==> src/rtl/decoder_scan_ctrl.sv <==
// decoder_scan_ctrl: drives EN/A/B of a 2-to-4 decoder so that the enabled
// outputs are selected one at a time. Each selection dwells for a programmable
// number of cycles. Break-before-make gap cycles hold EN low while the select
// lines change, so two decoder outputs are never active in the same cycle.
module decoder_scan_ctrl #(
    parameter int DWELL_W    = 8,
    parameter int GAP_CYCLES = 1
) (
    input  logic               clk,
    input  logic               rst_n,
    input  logic               start,
    input  logic               stop,
    input  logic               mode,
    input  logic [3:0]         mask,
    input  logic [DWELL_W-1:0] dwell,
    output logic               EN,
    output logic               A,
    output logic               B,
    output logic               busy,
    output logic               sweep_done
);

    localparam int GAP_W = $clog2(GAP_CYCLES + 2);
    localparam logic [DWELL_W-1:0] DW_ZERO  = {DWELL_W{1'b0}};
    localparam logic [DWELL_W-1:0] DW_ONE   = {{(DWELL_W-1){1'b0}}, 1'b1};
    localparam logic [GAP_W-1:0]   GAP_ZERO = {GAP_W{1'b0}};
    localparam logic [GAP_W-1:0]   GAP_ONE  = {{(GAP_W-1){1'b0}}, 1'b1};
    localparam logic [GAP_W-1:0]   GAP_LOAD = GAP_W'(GAP_CYCLES - 1);
    localparam bit                 HAS_GAP  = (GAP_CYCLES > 0);

    typedef enum logic [1:0] {
        ST_IDLE   = 2'd0,
        ST_ACTIVE = 2'd1,
        ST_GAP    = 2'd2
    } state_t;

    state_t             state_r;
    logic [3:0]         mask_r;
    logic [DWELL_W-1:0] dwell_r;
    logic [DWELL_W-1:0] cnt_r;
    logic [GAP_W-1:0]   gap_cnt_r;
    logic [1:0]         idx_r;
    logic [1:0]         next_idx_r;
    logic               en_r;
    logic               busy_r;
    logic               sweep_done_r;

    logic [2:0]         above_s;
    logic               wrap_s;
    logic [1:0]         target_s;
    logic [DWELL_W-1:0] load_s;
    logic [1:0]         low_new_s;

    // Next set bit of m strictly above cur; bit 2 of the result flags a hit.
    function automatic logic [2:0] find_above(input logic [3:0] m, input logic [1:0] cur);
        logic [2:0] r;
        r = 3'b000;
        for (int i = 3; i >= 0; i--) begin
            if (m[i] && (i > int'(cur))) begin
                r = {1'b1, i[1:0]};
            end else begin
                r = r;
            end
        end
        return r;
    endfunction

    // Lowest set bit of m (00 when m is empty; callers guard against that).
    function automatic logic [1:0] lowest_set(input logic [3:0] m);
        logic [1:0] r;
        r = 2'b00;
        for (int i = 3; i >= 0; i--) begin
            if (m[i]) begin
                r = i[1:0];
            end else begin
                r = r;
            end
        end
        return r;
    endfunction

    // Counter preload for a dwell value: a dwell of 0 behaves like 1.
    function automatic logic [DWELL_W-1:0] dwell_load(input logic [DWELL_W-1:0] d);
        return (d == DW_ZERO) ? DW_ZERO : (d - DW_ONE);
    endfunction

    // Selection of the next index and its dwell preload at the end of a dwell period.
    always_comb begin
        above_s   = find_above(mask_r, idx_r);
        low_new_s = lowest_set(mask);
        wrap_s    = ~above_s[2];
        target_s  = above_s[1:0];
        load_s    = dwell_load(dwell_r);
        if (wrap_s) begin
            target_s = low_new_s;
            load_s   = dwell_load(dwell);
        end else begin
            target_s = above_s[1:0];
            load_s   = dwell_load(dwell_r);
        end
    end

    // Scan sequencer: state, latched configuration, counters and registered outputs.
    always_ff @(posedge clk) begin
        if (!rst_n) begin
            state_r      <= ST_IDLE;
            mask_r       <= 4'b0000;
            dwell_r      <= DW_ZERO;
            cnt_r        <= DW_ZERO;
            gap_cnt_r    <= GAP_ZERO;
            idx_r        <= 2'b00;
            next_idx_r   <= 2'b00;
            en_r         <= 1'b0;
            busy_r       <= 1'b0;
            sweep_done_r <= 1'b0;
        end else if (stop) begin
            // Abort wins over start and over a wrap in the same cycle.
            state_r      <= ST_IDLE;
            en_r         <= 1'b0;
            busy_r       <= 1'b0;
            sweep_done_r <= 1'b0;
        end else begin
            case (state_r)
                ST_IDLE: begin
                    sweep_done_r <= 1'b0;
                    en_r         <= 1'b0;
                    busy_r       <= 1'b0;
                    if (start && (mask != 4'b0000)) begin
                        mask_r  <= mask;
                        dwell_r <= dwell;
                        idx_r   <= low_new_s;
                        cnt_r   <= dwell_load(dwell);
                        en_r    <= 1'b1;
                        busy_r  <= 1'b1;
                        state_r <= ST_ACTIVE;
                    end else begin
                        state_r <= ST_IDLE;
                    end
                end
                ST_ACTIVE: begin
                    sweep_done_r <= 1'b0;
                    if (cnt_r != DW_ZERO) begin
                        cnt_r <= cnt_r - DW_ONE;
                    end else if (wrap_s && (mode || (mask == 4'b0000))) begin
                        // End of sweep with nothing further to scan.
                        if (!mode) begin
                            mask_r  <= mask;
                            dwell_r <= dwell;
                        end else begin
                            mask_r  <= mask_r;
                        end
                        state_r      <= ST_IDLE;
                        en_r         <= 1'b0;
                        busy_r       <= 1'b0;
                        sweep_done_r <= 1'b1;
                    end else begin
                        if (wrap_s) begin
                            mask_r       <= mask;
                            dwell_r      <= dwell;
                            sweep_done_r <= 1'b1;
                        end else begin
                            sweep_done_r <= 1'b0;
                        end
                        cnt_r <= load_s;
                        if (HAS_GAP) begin
                            next_idx_r <= target_s;
                            gap_cnt_r  <= GAP_LOAD;
                            en_r       <= 1'b0;
                            state_r    <= ST_GAP;
                        end else begin
                            idx_r   <= target_s;
                            en_r    <= 1'b1;
                            state_r <= ST_ACTIVE;
                        end
                    end
                end
                ST_GAP: begin
                    sweep_done_r <= 1'b0;
                    if (gap_cnt_r != GAP_ZERO) begin
                        gap_cnt_r <= gap_cnt_r - GAP_ONE;
                    end else begin
                        // Select and enable change together only here, after EN was low.
                        idx_r   <= next_idx_r;
                        en_r    <= 1'b1;
                        state_r <= ST_ACTIVE;
                    end
                end
                default: begin
                    state_r      <= ST_IDLE;
                    en_r         <= 1'b0;
                    busy_r       <= 1'b0;
                    sweep_done_r <= 1'b0;
                end
            endcase
        end
    end

    assign EN         = en_r;
    assign A          = idx_r[1];
    assign B          = idx_r[0];
    assign busy       = busy_r;
    assign sweep_done = sweep_done_r;

endmodule

==> config.mk <==
export PLATFORM = sky130hd
export DESIGN_NAME = decoder_scan_ctrl
export DESIGN_NICKNAME = d
export VERILOG_FILES = /design/src/rtl/decoder_scan_ctrl.sv
export SDC_FILE = /design/constraint.sdc
export NUM_CORES = 1
export LEC_CHECK = 0
export CAP_MARGIN = 20
export CORE_MARGIN = 2
export CORE_UTILIZATION = 55
export CTS_BUF_LIST = sky130_fd_sc_hd__clkbuf_16
export DETAILED_ROUTE_END_ITERATION = 16
export GPL_ROUTABILITY_DRIVEN = 0
export PLACE_DENSITY = 0.78
export SYNTH_ARGS = -nofsm -noshare
export SYNTH_HDL_FRONTEND = slang
export SYNTH_SLANG_ARGS = --single-unit
==> constraint.sdc <==
create_clock -name clk -period 4.42 [get_ports clk]
set_input_delay 0.663 -clock clk [delete_from_list [all_inputs] [get_ports clk]]
set_output_delay 0.663 -clock clk [all_outputs]
set_load 0.01 [all_outputs]
==> results of run 1 <==
stage by stage:
stage / setup WS (ns) / hold WS [ns]
after global routing: 1.67 / 0.497
after global placement: 1.60 / 0.450
final: 1.83 / 0.457
after floorplan: 2.31 / 0.444
after detailed placement: 1.60 / 0.453
after CTS: 1.86 / 0.459
kinds of logic after synthesis:
kind of cell    Yosys count  share of synthesized area
simple gates            103                      0.267
compound gates           62                      0.222
xor+xnor                  8                     0.0349
buf+inv                  24                     0.0480
mux                      17                     0.0854
fa+ha+maj                 7                     0.0436
flops                    30                      0.299
tightest hold or removal path, delay by kind of cell, from the launching register on:
kind	cells	cell delay (ns)
AOI/OAI and AO/OA	1	0.05
DFF	1	0.30
and+or+nand+nor	1	0.05
power breakdown:
group	internal (uW)	switching, uW	total (uW)
clock	203	113	315
sequential	286	19.1	305
combinational	85.3	104	189
total	574	236	809
per-layer routing:
metal,vias to the layer above,GRT usage
met5,-,0
met3,9,0.0486
met1,844,0.323
li1,944,-
met2,35,0.376
met4,0,0.0771
synth_stat cells (4+ instances only):
master | count | share of area
a21oi_1 | 15 | 0.037
o21a_1 | 4 | 0.015
nor2_1 | 28 | 0.052
xor2_1 | 4 | 0.017
ha_1 | 7 | 0.044
nor2b_1 | 14 | 0.044
nor3_1 | 13 | 0.032
dfxtp_1 | 30 | 0.30
mux2i_1 | 16 | 0.080
nand2_1 | 19 | 0.036
nand2b_1 | 8 | 0.025
o21ai_0 | 7 | 0.017
inv_1 | 16 | 0.030
xnor2_1 | 4 | 0.017
nand3_1 | 4 | 0.010
o21ai_1 | 6 | 0.015
clkbuf_1 | 5 | 0.0093
layout make-up:
class	instances	area (um2)
fillers	301	1030
well taps	46	57.6
clock buffers	5	125
flip-flops and latches	30	601
repair buffers	22	218
multi-input cells	197	1310
inverters	16	60.1
clock inverters	3	12.5
registers in the layout (all words and copies together), names as in the netlist:
register	flops
EN	1
busy	1
cnt_r	8
dwell_r	8
gap_cnt_r	2
idx_r	2
mask_r	3
next_idx_r	2
state_r	2
sweep_done	1
worst paths after layout:
| check | startpoint | end | slack (ns) | cells past startpoint |
|---|---|---|---|---|
| setup / recovery | dwell[0] | cnt_r[2] | 1.83 | 9 |
| hold / removal | EN | EN | 0.46 | 2 |
| setup reg to reg | cnt_r[0] | next_idx_r[1] | 2.21 | 8 |
| hold reg to reg | EN | EN | 0.46 | 2 |
==> results.ini, run 1 <==
[detailed_routing]
routed_via_density=5.74
detail-route-antenna-nets=0
avgRoutedWirePerCell_um=14.0
firstDrtPassIters=4
drc=0
wl_met1_um=2250
wl_met2_um=1970
vias=1832
met3_length_um=154
top_layer_used=met4
dr.first_iter.drc_count=65
routed_wl_um=4460

[setup_path]
cp_top_family=simple AND/OR/NAND/NOR gates
critical_path_class=in2reg
arrival_ns=2.75
critPathLaunchType=input port
critPathCaptureType=flop
path_cells=clkdlybuf4s50_1 -> inv_1 -> ha_1 -> nor4b_1 -> nand2_1 -> and3b_1 -> nor3_1 -> a311oi_1 -> o221a_1
path_buf_inv=2
path_max_fanout=4
critical-path-slowest-cell=clkdlybuf4s50_1
slowest_delay_ns=0.46
worstPathRequired_ns=4.58

[sta]
skew_ns=0.00574
setup_viol=0
clock.fmax_mhz=387
setup_tns_ns=0
worst_slew_pin_slew_ns=0.872
fin_crit_sh=0.585
slew-limit-headroom=0.417
drv_slew=0
finalCriticalPeriod_ns=2.59
rsz0062_at_grt=false
hold_viol_final=0

[yosys]
async_flop_share=0
yosysWarnings=0
syn_inst=251
synthFlopType=dfxtp_1
synthDistinctLibCells=54
ys_seq_area_frac=0.299
ys_ff_latch=30
syn-cell-area_mm2=0.00201
avgSynthCellArea_um2=8.00
synth_edf_count=0
syn_nets=275

[placement]
dp_cells=311
port_buffers=21
place_area_mm2=0.00225
dp_hpwl_um=3270

[clock_tree]
cts-resized-gates=0
clock_sinks=30
path_clk_slew_ns=0.05
cts_tree=yes
htreeDepth=2
root_buffer=clkbuf_16
clk_latency_ns=0.28
numCtsBuffers=5
postCtsSetupBuffers=0
clk_path_buf_depth=2
holdBufCountCts=0

[final_layout]
final_cell_count_no_fill=319
final_core_util=0.698
final_common_cell=dfxtp_1
drive_above_1_share=0.0549
insertedDiodeCount=0
fin_area_mm2=0.00238
areaGrowthSynthToFinish_pct=18.8
nNetsFinal=296
layout_common_cells=dfxtp_1, nor2_1, clkdlybuf4s50_1, nand2_1, inv_1

[floorplanning]
rows=21
die_x_um=64.4
start_util=0.588
pin_count=22
core_area_mm2=0.00342
die_y_um=64.4
die_area_mm2=0.00415

[run]
drv_cap=0

[global_routing]
grt_antenna_before_repair=0
grtUsageTotal=0.237
grt_pass1_vias=1681
grt_pass1_wl_um=7750
gr-total-overflow=0
grt_max_degree=28

[power_and_ir_drop]
ir_drop_v=0.000307
leakage_uw=0.000990
power_density_mw_per_mm2=339
power.total_uw=809

[run_status]
status=finished clean

[worst_hold_path]
hold_class=reg2reg

(Power assumes the default switching activity.)
==> inputs of run 2 (changes only) <==
==> constraint.sdc (replaced) <==
create_clock -name clk -period 2.7 [get_ports clk]
set_input_delay 0.405 -clock clk [delete_from_list [all_inputs] [get_ports clk]]
set_output_delay 0.405 -clock clk [all_outputs]
set_load 0.01 [all_outputs]
==> run 2 against run 1 <==
Net effect: first-iteration DRC count increased by 110%; clock power rose by 67%; cell count up 2.2%; via count down 0.27%; combinational power grew 71%; worst setup slack got worse by 1.5 ns; routed wire length rose by 2.3%; clock skew is 0.0036 ns lower; critical path depth is the same; critical path type unchanged; largest power group unchanged; highest routed layer unchanged.
==> results.ini, run 2 (synthesis results as in run 1) <==
[detailed_routing]
avgRoutedWirePerCell_um=14.0  ; about the same
routed_via_density=5.60  ; was 5.74
firstDrtPassIters=4  ; unchanged
detail-route-antenna-nets=0  ; unchanged
dr.first_iter.drc_count=135  ; was 65
vias=1827  ; was 1832
drc=0  ; unchanged
routed_wl_um=4560  ; was 4460 um

[setup_path]
critPathCaptureType=flop  ; unchanged
path_max_fanout=4  ; unchanged
arrival_ns=2.48  ; was 2.75 ns
worst-r2r-cell-count=8  ; unchanged
worstPathRequired_ns=2.86  ; was 4.58 ns
critPathLaunchType=input port  ; unchanged
critical_path_class=in2reg  ; unchanged

[final_layout]
drive_above_1_share=0.0821  ; was 0.0549
final_common_cell=dfxtp_1  ; unchanged
regArea_um2=601  ; unchanged
nNetsFinal=303  ; was 296
reg_top3=cnt_r x8, dwell_r x8, mask_r x3  ; unchanged
fin_area_mm2=0.00244  ; was 0.00238 mm2
num-fill-cells=276  ; was 301
multi_input_area_mm2=0.00131  ; unchanged
insertedDiodeCount=0  ; unchanged
layout_common_cells=dfxtp_1, nor2_1, clkdlybuf4s50_1, nand2_1  ; was dfxtp_1, nor2_1, clkdlybuf4s50_1, nand2_1, inv_1
areaGrowthSynthToFinish_pct=21.6  ; was 18.8%

[global_routing]
grt_pass1_wl_um=8190  ; was 7750 um
grt_antenna_before_repair=0  ; unchanged
grt_max_degree=16  ; was 28
grtUsageTotal=0.250  ; was 0.237
gr-total-overflow=0  ; unchanged
grt_pass1_vias=1789  ; was 1681

[floorplanning]
rows=21  ; unchanged
start_util=0.588  ; unchanged
die_y_um=64.4  ; unchanged
core_area_mm2=0.00342  ; unchanged
die_area_mm2=0.00415  ; unchanged
pin_count=22  ; unchanged
die_x_um=64.4  ; unchanged

[clock_tree]
holdBufCountCts=0  ; unchanged
clk_path_buf_depth=2  ; unchanged
cts-resized-gates=0  ; unchanged
path_clk_slew_ns=0.05  ; about the same
htreeDepth=2  ; unchanged
cts_tree=yes  ; unchanged
postCtsSetupBuffers=0  ; unchanged
numCtsBuffers=5  ; unchanged
root_buffer=clkbuf_16  ; unchanged
clk_latency_ns=0.27  ; was 0.28 ns
clock_sinks=30  ; unchanged

[power_and_ir_drop]
leakage_uw=0.00102  ; was 0.000990 uW
switching_share=0.293  ; was 0.291
power_density_mw_per_mm2=552  ; was 339 mW/mm2
clkPwrFrac=0.390  ; was 0.389
p_switching_uw=395  ; was 236 uW
p_int_uw=953  ; was 574 uW
p_comb_frac=0.240  ; was 0.234
seq_power_share=0.370  ; was 0.377
power.total_uw=1350  ; was 809 uW
ir_drop_v=0.000432  ; was 0.000307 V

[sta]
slew-limit-headroom=0.568  ; was 0.417
skew_ns=0.00219  ; was 0.00574 ns
setup_viol=0  ; unchanged
rsz0062_at_grt=false  ; unchanged
hold_viol_final=0  ; unchanged
fin_crit_sh=0.861
worst_slew_pin_slew_ns=0.648  ; was 0.872 ns
drv_slew=0  ; unchanged
finalCriticalPeriod_ns=2.32
clock.fmax_mhz=430
setup_tns_ns=0  ; unchanged
holdWs_ns=0.458  ; was 0.457 ns

[run]
drv_cap=0  ; unchanged

[worst_hold_path]
hold_class=reg2reg  ; unchanged
hold_depth=2  ; unchanged

[run_status]
status=finished clean  ; unchanged

[placement]
port_buffers=21  ; unchanged
place_area_mm2=0.00230  ; was 0.00225 mm2
dp_hpwl_um=3380  ; was 3270 um

## run 2: critical path: stages
cell	delay, ns
clkdlybuf4s50_1	0.46
inv_1	0.12
ha_1	0.21
nor4b_1	0.34
nand2_1	0.17
and3b_1	0.21
nor3_1	0.21
a311oi_1	0.09
o221a_1	0.26
## run 2: routing by layer
metal	routed length, um	share of wire	up-vias	GRT usage
met1	2220	0.49	824	0.345
met2	2050	0.45	44	0.406
met4	49	0.011	0	0.0612
met3	250	0.055	5	0.0469
li1	-	-	954	-
met5	0	0	-	0
## run 2: final timing paths
kind                            endpoint  startpoint  slack [ns]
worst max-delay path            cnt_r[2]    dwell[0]        0.38
worst min-delay path                  EN          EN        0.46
worst max register to register  cnt_r[5]    cnt_r[0]        0.49
worst min register to register        EN          EN        0.46
## run 2: layout make-up
cell class,instances,area share
multi-input combinational,197,0.537
clock buffer,5,0.0513
sequential,30,0.246
clock inverter,3,0.00666
tap,46,0.0236
inverter,16,0.0246
timing repair buffer,29,0.111
## run 2: power by group through the flow
| stage | Clock [uW] | Sequential [uW] | Combinational (uW) |
|---|---|---|---|
| global placement | 0 | 507 | 315 |
| finish | 525 | 499 | 324 |
| floorplan | 0 | 502 | 221 |
| detailed placement | 0 | 507 | 318 |
| global route | 558 | 502 | 365 |
| CTS | 533 | 498 | 322 |
## run 2: stage by stage
step / setup WS [ns] / utilization / cells
2_1_floorplan: 0.816 / - / 251
3_3_place_gp: 0.146 / 0.673 / 318
5_1_grt: 0.200 / 0.715 / 326
6_report: 0.377 / 0.715 / 326
4_1_cts: 0.385 / 0.715 / 326
3_5_place_dp: 0.119 / 0.673 / 318
==> inputs of run 3 (changes only) <==
--- a/config.mk
+++ b/config.mk
@@ -6,12 +6,12 @@
 export NUM_CORES = 1
 export LEC_CHECK = 0
 export CAP_MARGIN = 20
-export CORE_MARGIN = 2
 export CORE_UTILIZATION = 55
 export CTS_BUF_LIST = sky130_fd_sc_hd__clkbuf_16
 export DETAILED_ROUTE_END_ITERATION = 16
 export GPL_ROUTABILITY_DRIVEN = 0
 export PLACE_DENSITY = 0.78
+export REMOVE_ABC_BUFFERS = 1
 export SYNTH_ARGS = -nofsm -noshare
 export SYNTH_HDL_FRONTEND = slang
 export SYNTH_SLANG_ARGS = --single-unit
==> run 3 against run 2 <==
Net effect: sequential power hardly changed; global-route usage up 1.5 points; design area rose by 0.67%; combinational power about the same; cell count decreased by 0.31%; clock-buffer cell count is the same; critical endpoint unchanged; largest cell class unchanged; largest power group unchanged.
==> results.ini, run 3 (synthesis results as in run 1) <==
[run_status]
status=finished clean  ; unchanged

[placement]
dp_hpwl_um=3390  ; was 3380 um
place_area_mm2=0.00229  ; was 0.00230 mm2
dp_slack_ns=0.160  ; was 0.119 ns
port_buffers=21  ; unchanged

[global_routing]
use_met3=0.0547  ; was 0.0469
grtUsageTotal=0.265  ; was 0.250
grt_pass1_vias=1751  ; was 1789
grt_max_degree=16  ; unchanged
gr-total-overflow=0  ; unchanged
grt_pass1_wl_um=8140  ; was 8190 um
grtUsageMet2=0.421  ; was 0.406
top_usage_layer=met2  ; unchanged
use_met1=0.361  ; was 0.345
grt_antenna_before_repair=0  ; unchanged

[sta]
hold_viol_final=0  ; unchanged
drv_slew=0  ; unchanged
rsz0062_at_grt=false  ; unchanged
fin_crit_sh=0.848  ; was 0.861
setup_tns_ns=0  ; unchanged
skew_ns=0.00241  ; was 0.00219 ns
slew-limit-headroom=0.555  ; was 0.568
setup_viol=0  ; unchanged
layout_setup_ws_ns=0.412  ; was 0.377 ns
clock.fmax_mhz=437  ; was 430 MHz
worst_slew_pin_slew_ns=0.668  ; was 0.648 ns
finalCriticalPeriod_ns=2.29  ; was 2.32 ns

[clock_tree]
clk_latency_ns=0.27  ; about the same
clock_sinks=30  ; unchanged
root_buffer=clkbuf_16  ; unchanged
holdBufCountCts=0  ; unchanged
cts_tree=yes  ; unchanged
htreeDepth=2  ; unchanged
postCtsSetupBuffers=0  ; unchanged
path_clk_slew_ns=0.05  ; about the same
numCtsBuffers=5  ; unchanged
cts-resized-gates=0  ; unchanged
clk_path_buf_depth=2  ; unchanged

[setup_path]
path_max_fanout=4  ; unchanged
critical_path_class=in2reg  ; unchanged
arrival_ns=2.45  ; was 2.48 ns
worstPathRequired_ns=2.86  ; about the same
critPathCaptureType=flop  ; unchanged
critPathLaunchType=input port  ; unchanged

[run]
drv_cap=0  ; unchanged

[final_layout]
final_common_cell=dfxtp_1  ; unchanged
insertedDiodeCount=0  ; unchanged
nNetsFinal=302  ; was 303
fin_area_mm2=0.00246  ; was 0.00244 mm2
drive_above_1_share=0.0824  ; was 0.0821
reg_top3=cnt_r x8, dwell_r x8, mask_r x3  ; unchanged
areaGrowthSynthToFinish_pct=22.4  ; was 21.6%
layout_common_cells=dfxtp_1, nor2_1, clkdlybuf4s50_1, nand2_1  ; unchanged

[floorplanning]
rows=21  ; unchanged
core_area_mm2=0.00342  ; unchanged
pin_count=22  ; unchanged
start_util=0.588  ; unchanged
die_x_um=62.4  ; was 64.4 um
die_area_mm2=0.00390  ; was 0.00415 mm2
die_y_um=62.4  ; was 64.4 um

[detailed_routing]
routed_wl_um=4560  ; about the same
detail-route-antenna-nets=0  ; unchanged
firstDrtPassIters=4  ; unchanged
drc=0  ; unchanged
vias=1864  ; was 1827
routed_via_density=5.74  ; was 5.60
dr.first_iter.drc_count=97  ; was 135
avgRoutedWirePerCell_um=14.0  ; about the same

[worst_hold_path]
hold_class=reg2reg  ; unchanged

[power_and_ir_drop]
p_int_uw=1040  ; was 953 uW
clkPwrFrac=0.433  ; was 0.390
power.total_uw=1450  ; was 1350 uW
power_density_mw_per_mm2=589  ; was 552 mW/mm2
leakage_uw=0.00103  ; was 0.00102 uW
ir_drop_v=0.000430  ; was 0.000432 V
p_switching_uw=403  ; was 395 uW
p_comb_frac=0.222  ; was 0.240
switching_share=0.278  ; was 0.293
seq_power_share=0.344  ; was 0.370

-- run 3: cell types whose count changed in the layout (fill, tap and decap cells not counted) --
cell | before | now
bufinv_16 | 0 | 1
clkinv_2 | 1 | 2
clkinvlp_4 | 1 | 0
buf_4 | 8 | 7
clkinv_1 | 1 | 0
-- run 3: power by group through the flow --
| stage | clock (uW) | sequential [uW] | combinational [uW] |
|---|---|---|---|
| finish | 627 | 498 | 322 |
| global route | 662 | 502 | 358 |
| CTS | 634 | 498 | 319 |
| detailed placement | 0 | 507 | 314 |
| global placement | 0 | 507 | 312 |
| floorplan | 0 | 502 | 211 |
-- run 3: worst paths after layout --
path / depth (start not counted) / slack (ns) / startpoint / to
worst min-delay path: 2 / 0.46 / EN / EN
worst max register to register: 8 / 0.47 / cnt_r[0] / next_idx_r[1]
worst max-delay path: 9 / 0.41 / dwell[0] / cnt_r[2]
worst min register to register: 2 / 0.46 / EN / EN
-- run 3: critical path, stage by stage --
cell and delay (ns):
clkdlybuf4s50_1 0.47, inv_1 0.13, ha_1 0.20, nor4b_1 0.33, nand2_1 0.18, and3b_1 0.21
nor3_1 0.20, a311oi_1 0.07, o221a_1 0.25
-- run 3: layout make-up --
type	instances	area [um2]
multi-input combinational	197	1310
tap	46	57.6
timing repair buffer	28	263
clock inverter	3	40.0
clock buffer	5	125
inverter	16	60.1
fill	276	958
sequential	30	601
-- run 3: per-stage QoR --
stage / cells / hold WS (ns) / utilization
floorplan: 243 / 0.444 / -
global placement: 317 / 0.447 / 0.671
detailed placement: 317 / 0.459 / 0.671
CTS: 325 / 0.466 / 0.719
global route: 325 / 0.494 / 0.719
finish: 325 / 0.458 / 0.719
-- run 3: metal layers --
metal,up-vias,share of wire
met5,-,0
met4,0,0.013
met3,6,0.041
met2,47,0.45
met1,861,0.50
li1,950,-
==> patch 1: new RTL, config.mk and constraints of run 2 <==
`DWELL_W`: 8 -> 7.
--- a/src/rtl/decoder_scan_ctrl.sv
+++ b/src/rtl/decoder_scan_ctrl.sv
@@ -4,5 +4,5 @@
 // lines change, so two decoder outputs are never active in the same cycle.
 module decoder_scan_ctrl #(
-    parameter int DWELL_W    = 8,
+    parameter int DWELL_W    = 7,
     parameter int GAP_CYCLES = 1
 ) (
Interface: changed (resized dwell); port bits go from 22 to 21. No check against the original RTL was run, so the function may have changed too.
==> patch 1 against run 2 <==
  * Area after synthesis shrank 8.4%
  * First-iteration DRC count shrank 27%
  * Critical path type is now register to register
  * Largest cell class unchanged
  * Power shrank 18%
  * Clock power shrank 35%
  * Utilization shrank 2.1 points
  * Sequential cell count shrank 2
  * Routed wire length shrank 10%
  * Highest routed layer unchanged
  * Final area shrank 11%
  * Setup slack lost 0.075 ns
==> patch 1: results (changes against run 2) <==
metric	value	unit	change
status	completed		
reg2reg_slack	0.30	ns	-0.19 ns
dp_hpwl	3070	µm	-9.1%
r2r_cells	7		-1
crit_end	cnt_r[4]		
grt_pass1_wl	6590	µm	-20%
num_vias	1788		-2.1%
grt_pass1_vias	1513		-15%
place_ws	0.0742	ns	-0.0452 ns
synth-compound-area-share	0.249		+0.0265
cp-startpoint	cnt_r[0]		
io_buffers	20		-4.8%
synth-seq-area-share	0.305		+0.00570
synth.top_cells.by_count	dfxtp_1, nand2_1, nor2_1		
syn_nets	268		-2.5%
synthTopCellsByArea	dfxtp_1, nand2_1, nor2_1		
critPathArrivalTime	2.58	ns	+0.10 ns
nFillCells	280		+1.4%
grt_max_degree	26		+10
worst-path-max-fanout	12		+8
htree_num_levels	1		-1
worst_pin_slew	0.946	ns	+0.297 ns
p_switching	335	µW	-15%
grt_usage	0.229		-0.0214
finClkSkew	0.00721	ns	+0.00501 ns
clk_pin_slew	0.07	ns	+0.02 ns
synth_mux_area_frac	0.0401		-0.0452
drive_above_1_share	0.0684		-0.0137
cts_buffers	3		-2
hp-start	mask_r[1]		
reg_top3	cnt_r: 7 flops, dwell_r: 7 flops, mask_r: 3 flops		
setup_ws	0.302	ns	-0.0749 ns
synthAdderAreaFrac	0.0476		+0.00401
finalNetCount	287		-5.3%
vdd_drop_max	0.000236	V	-45%
-- patch 1: cell count changes in the layout (fill, tap and decap cells not counted), sizes merged, moves of 4 or more --
cell,change
nor2b,-14
buf,-4
nand2,+8
nor3,-5
nand3,+10
o21ai,+6
a31oi,+5
o211ai,+4
mux2i,-12
o221a,-4
-- patch 1: worst min path at each step --
stage | slack (ns) | cells after the start | end
4_1_cts | 0.46 | 2 | mask_r[1]
3_3_place_gp | 0.45 | 2 | mask_r[1]
2_1_floorplan | 0.43 | 2 | mask_r[1]
5_1_grt | 0.49 | 2 | gap_cnt_r[0]
6_report | 0.46 | 2 | mask_r[1]
3_5_place_dp | 0.45 | 2 | mask_r[1]
-- patch 1: logic make-up after synthesis --
family / Yosys count
adders and majority gates: 7
xor gates and xnor gates: 8
muxes: 7
buffers and inverters: 23
and+or+nand+nor: 99
DFF: 28
AOI/OAI and AO/OA: 73
-- patch 1: stage by stage --
stage                util  total power [mW]  hold WS, ns  cells  instance area [µm²]
floorplan               -             0.677        0.429    245                 1840
global placement    0.665             0.764        0.449    302                 2080
detailed placement  0.665             0.767        0.449    302                 2080
CTS                 0.690              1.10        0.458    306                 2160
global route        0.694              1.16        0.489    307                 2170
finish              0.694              1.11        0.457    307                 2170
-- patch 1: area by class of cell --
class	instances	area (µm²)	share of cell area
clock inverter	1	3.75	0.00173
sequential	28	561	0.258
inverter	13	48.8	0.0225
tap	44	55.1	0.0254
multi-input combinational	194	1190	0.550
timing repair buffer	24	234	0.108
clock buffer	3	75.1	0.0346
-- patch 1: routing by layer --
metal,track usage,part of all wire
met5,0,0
met4,0.0729,0.013
met3,0.0248,0.025
met2,0.406,0.48
met1,0.290,0.48
-- patch 1: power by group through the flow --
stage	combinational [mW]	clock, mW	sequential [mW]
detailed placement	0.297	0	0.470
floorplan	0.212	0	0.465
CTS	0.299	0.341	0.461
global route	0.338	0.355	0.465
finish	0.303	0.341	0.461
global placement	0.294	0	0.470
-- patch 1: critical path: stages, from the launching register on --
cell and delay (ns):
dfxtp_1 0.36, inv_1 0.07, ha_1 0.23, and3b_2 0.25
and3_4 0.21, a31oi_1 0.76, nand2_1 0.22, o22ai_1 0.21
==> patch 2: new RTL, config.mk and constraints of run 2 <==
Without the edit above. Register the inputs `start`, `stop`, `mode`, `mask` and `dwell` before use. The logic sees them one clock later. Comments in the files are not updated.
--- a/src/rtl/decoder_scan_ctrl.sv
+++ b/src/rtl/decoder_scan_ctrl.sv
@@ -35,4 +35,18 @@
     } state_t;
 
+    logic start_q;
+    logic stop_q;
+    logic mode_q;
+    logic [3:0] mask_q;
+    logic [DWELL_W-1:0] dwell_q;
+
+    always_ff @(posedge clk) begin
+        start_q <= start;
+        stop_q  <= stop;
+        mode_q  <= mode;
+        mask_q  <= mask;
+        dwell_q <= dwell;
+    end
+
     state_t             state_r;
     logic [3:0]         mask_r;
@@ -88,5 +102,5 @@
     always_comb begin
         above_s   = find_above(mask_r, idx_r);
-        low_new_s = lowest_set(mask);
+        low_new_s = lowest_set(mask_q);
         wrap_s    = ~above_s[2];
         target_s  = above_s[1:0];
@@ -94,5 +108,5 @@
         if (wrap_s) begin
             target_s = low_new_s;
-            load_s   = dwell_load(dwell);
+            load_s   = dwell_load(dwell_q);
         end else begin
             target_s = above_s[1:0];
@@ -114,5 +128,5 @@
             busy_r       <= 1'b0;
             sweep_done_r <= 1'b0;
-        end else if (stop) begin
+        end else if (stop_q) begin
             // Abort wins over start and over a wrap in the same cycle.
             state_r      <= ST_IDLE;
@@ -126,9 +140,9 @@
                     en_r         <= 1'b0;
                     busy_r       <= 1'b0;
-                    if (start && (mask != 4'b0000)) begin
-                        mask_r  <= mask;
-                        dwell_r <= dwell;
+                    if (start_q && (mask_q != 4'b0000)) begin
+                        mask_r  <= mask_q;
+                        dwell_r <= dwell_q;
                         idx_r   <= low_new_s;
-                        cnt_r   <= dwell_load(dwell);
+                        cnt_r   <= dwell_load(dwell_q);
                         en_r    <= 1'b1;
                         busy_r  <= 1'b1;
@@ -142,9 +156,9 @@
                     if (cnt_r != DW_ZERO) begin
                         cnt_r <= cnt_r - DW_ONE;
-                    end else if (wrap_s && (mode || (mask == 4'b0000))) begin
+                    end else if (wrap_s && (mode_q || (mask_q == 4'b0000))) begin
                         // End of sweep with nothing further to scan.
-                        if (!mode) begin
-                            mask_r  <= mask;
-                            dwell_r <= dwell;
+                        if (!mode_q) begin
+                            mask_r  <= mask_q;
+                            dwell_r <= dwell_q;
                         end else begin
                             mask_r  <= mask_r;
@@ -156,6 +170,6 @@
                     end else begin
                         if (wrap_s) begin
-                            mask_r       <= mask;
-                            dwell_r      <= dwell;
+                            mask_r       <= mask_q;
+                            dwell_r      <= dwell_q;
                             sweep_done_r <= 1'b1;
                         end else begin
Check against the original RTL: not equivalent (a bounded check fails within 4 cycles, from zero or initial values and one cycle with rst_n low).
==> patch 2 against run 2 <==
  * Routed wire length is 11% higher
  * Area after synthesis grew 15%
  * Global-route usage down 1.7 points
  * Count of clock-buffer cells in the layout is the same
  * Setup slack worse by 0.0075 ns
  * Die area grew 14%
  * First-iteration DRC count rose by 30%
  * Synthesized cell count increased by 6.4%
  * Clock skew increased by 0.0043 ns
  * Power grew 23%
  * Final area increased by 12%
  * Sequential power up 50%
  * Sequential cell count is 15 higher
  * Sequential share of layout area increased by 8.5 points
==> patch 2: results (changes against run 2) <==
metric	value	unit	change
status	completed		
synthCells	267		+6.4%
grt_usage	0.234		-0.0165
drtPass1Iterations	5		+1
rr_startpoint	cnt_r[0]		
grt_pass1_vias	1770		-1.1%
ant_nets	0		unchanged
reg_top3	cnt_r: 8 flops, dwell_q: 8 flops, dwell_r: 8 flops		
hold_ws	0.465	ns	+0.00655 ns
worst-path-max-fanout	11		+7
cts-resized-gates	0		unchanged
cts-root-buf	clkbuf_16		
num_vias	1992		+9.0%
cts_setup_buffers	0		unchanged
io_buffers	21		unchanged
synth-seq-area-share	0.389		+0.0895
htree_num_levels	2		unchanged
drtIter0Drc	176		+30%
vdd_drop_max	0.000510	V	+18%
grt_max_degree	19		+3
insertion_delay	0.28	ns	
worst_pin_slew	0.575	ns	-0.0737 ns
yosys.cell_types.count	54		unchanged
drive_above_1_share	0.0816		-0.000510
synth.top_cells.by_count	dfxtp_1, nor2_1, a21oi_1		
finalNetCount	318		+5.0%
reg2reg_slack	0.37	ns	-0.12 ns
grt_pass1_wl	8090	µm	-1.3%
place_ws	0.379	ns	+0.260 ns
routedWlPerCell	14.7	µm	+4.8%
syn_nets	291		+5.8%
diodes	0		unchanged
dpl_cell_area	2590	µm²	+13%
clk_path_buf_depth	2		unchanged
r2r-end	dwell_r[7]		
synthTopCellsByArea	dfxtp_1, mux2i_1, nor2_1		
ys_warn_count	0		unchanged
drt-total-wl	5050	µm	+11%
hold_end	gap_cnt_r[1]		
hp-class	register to register		
synthArstFlopShare	0		unchanged
cts_buffers	5		unchanged
finClkSkew	0.00652	ns	+0.00433 ns
clk_pin_slew	0.06	ns	
hp-start	gap_cnt_r[1]		
nFillCells	332		+20%
critPathArrivalTime	2.51	ns	+0.03 ns
p_switching	462	µW	+17%
multi_input_area	1310	µm²	+0.19%
hold_depth	2		unchanged
cp_slowest_cell	or4_4		
leakage	1.06	nW	+3.7%
max_stage_delay	0.45	ns	
dp_cells	337		+6.0%
antenna_found_initial	0		unchanged
dp_hpwl	3730	µm	+11%
r2r_cells	9		+1
## patch 2: cell types whose count changed in the layout (fill, tap and decap cells not counted), moves of 4 or more
| cell | change |
|---|---|
| or4_1 | +4 |
| o21ai_1 | -4 |
| nor3_1 | -4 |
| a21oi_1 | +7 |
| o21a_1 | -4 |
| nor2_1 | +4 |
| dfxtp_1 | +15 |
## patch 2: cell families (layout without fill, tap and decap cells)
group                    after synthesis  in the layout  synth area share
buffers and inverters                 22             49            0.0448
AND/OR/NAND/NOR                      109            109             0.249
XOR/XNOR                               9              9            0.0340
flip-flops                            45             45             0.389
adder cells (fa/ha/maj)                7              7            0.0378
multiplexers                          14             14            0.0610
AO/OA/AOI/OAI                         61             61             0.185
## patch 2: layout make-up
type                            count  area share
Inverter                           15      0.0207
Clock inverter                      2     0.00413
Timing Repair Buffer               27      0.0937
Tap cell                           50      0.0230
Multi-Input combinational cell    200       0.482
Clock buffer                        5      0.0459
Sequential cell                    45       0.331
## patch 2: worst max-delay path by stage
stage | slack [ns] | endpoint | from | cells after the start
after floorplan | 0.50 | dwell_r[3] | cnt_r[0] | 9
after global placement | 0.42 | dwell_r[1] | cnt_r[0] | 9
after detailed placement | 0.38 | dwell_r[4] | cnt_r[0] | 9
after CTS | 0.36 | dwell_r[7] | cnt_r[0] | 9
after global routing | 0.20 | mask_r[3] | cnt_r[0] | 9
final | 0.37 | dwell_r[7] | cnt_r[0] | 9
## patch 2: critical path: cells and delay by family (launching register included)
| kind | cells | cell delay (ns) |
|---|---|---|
| simple gates | 4 | 0.76 |
| compound gates | 1 | 0.43 |
| flops | 1 | 0.35 |
| buf+inv | 2 | 0.25 |
| mux | 1 | 0.25 |
| fa+ha+maj | 1 | 0.17 |
## patch 2: per-layer routing
layer,global-route usage,vias to the layer above,share of wire
met5,0,-,0
met4,0.115,0,0.032
met3,0.0471,16,0.058
met2,0.371,63,0.45
met1,0.302,913,0.45
li1,-,1000,-
## patch 2: power groups by stage
stage	sequential (mW)	clock [mW]	combinational (mW)
final	0.748	0.575	0.330
after global routing	0.753	0.609	0.364
after CTS	0.747	0.583	0.327
after detailed placement	0.762	0	0.322
after global placement	0.760	0	0.318
after floorplan	0.751	0	0.237
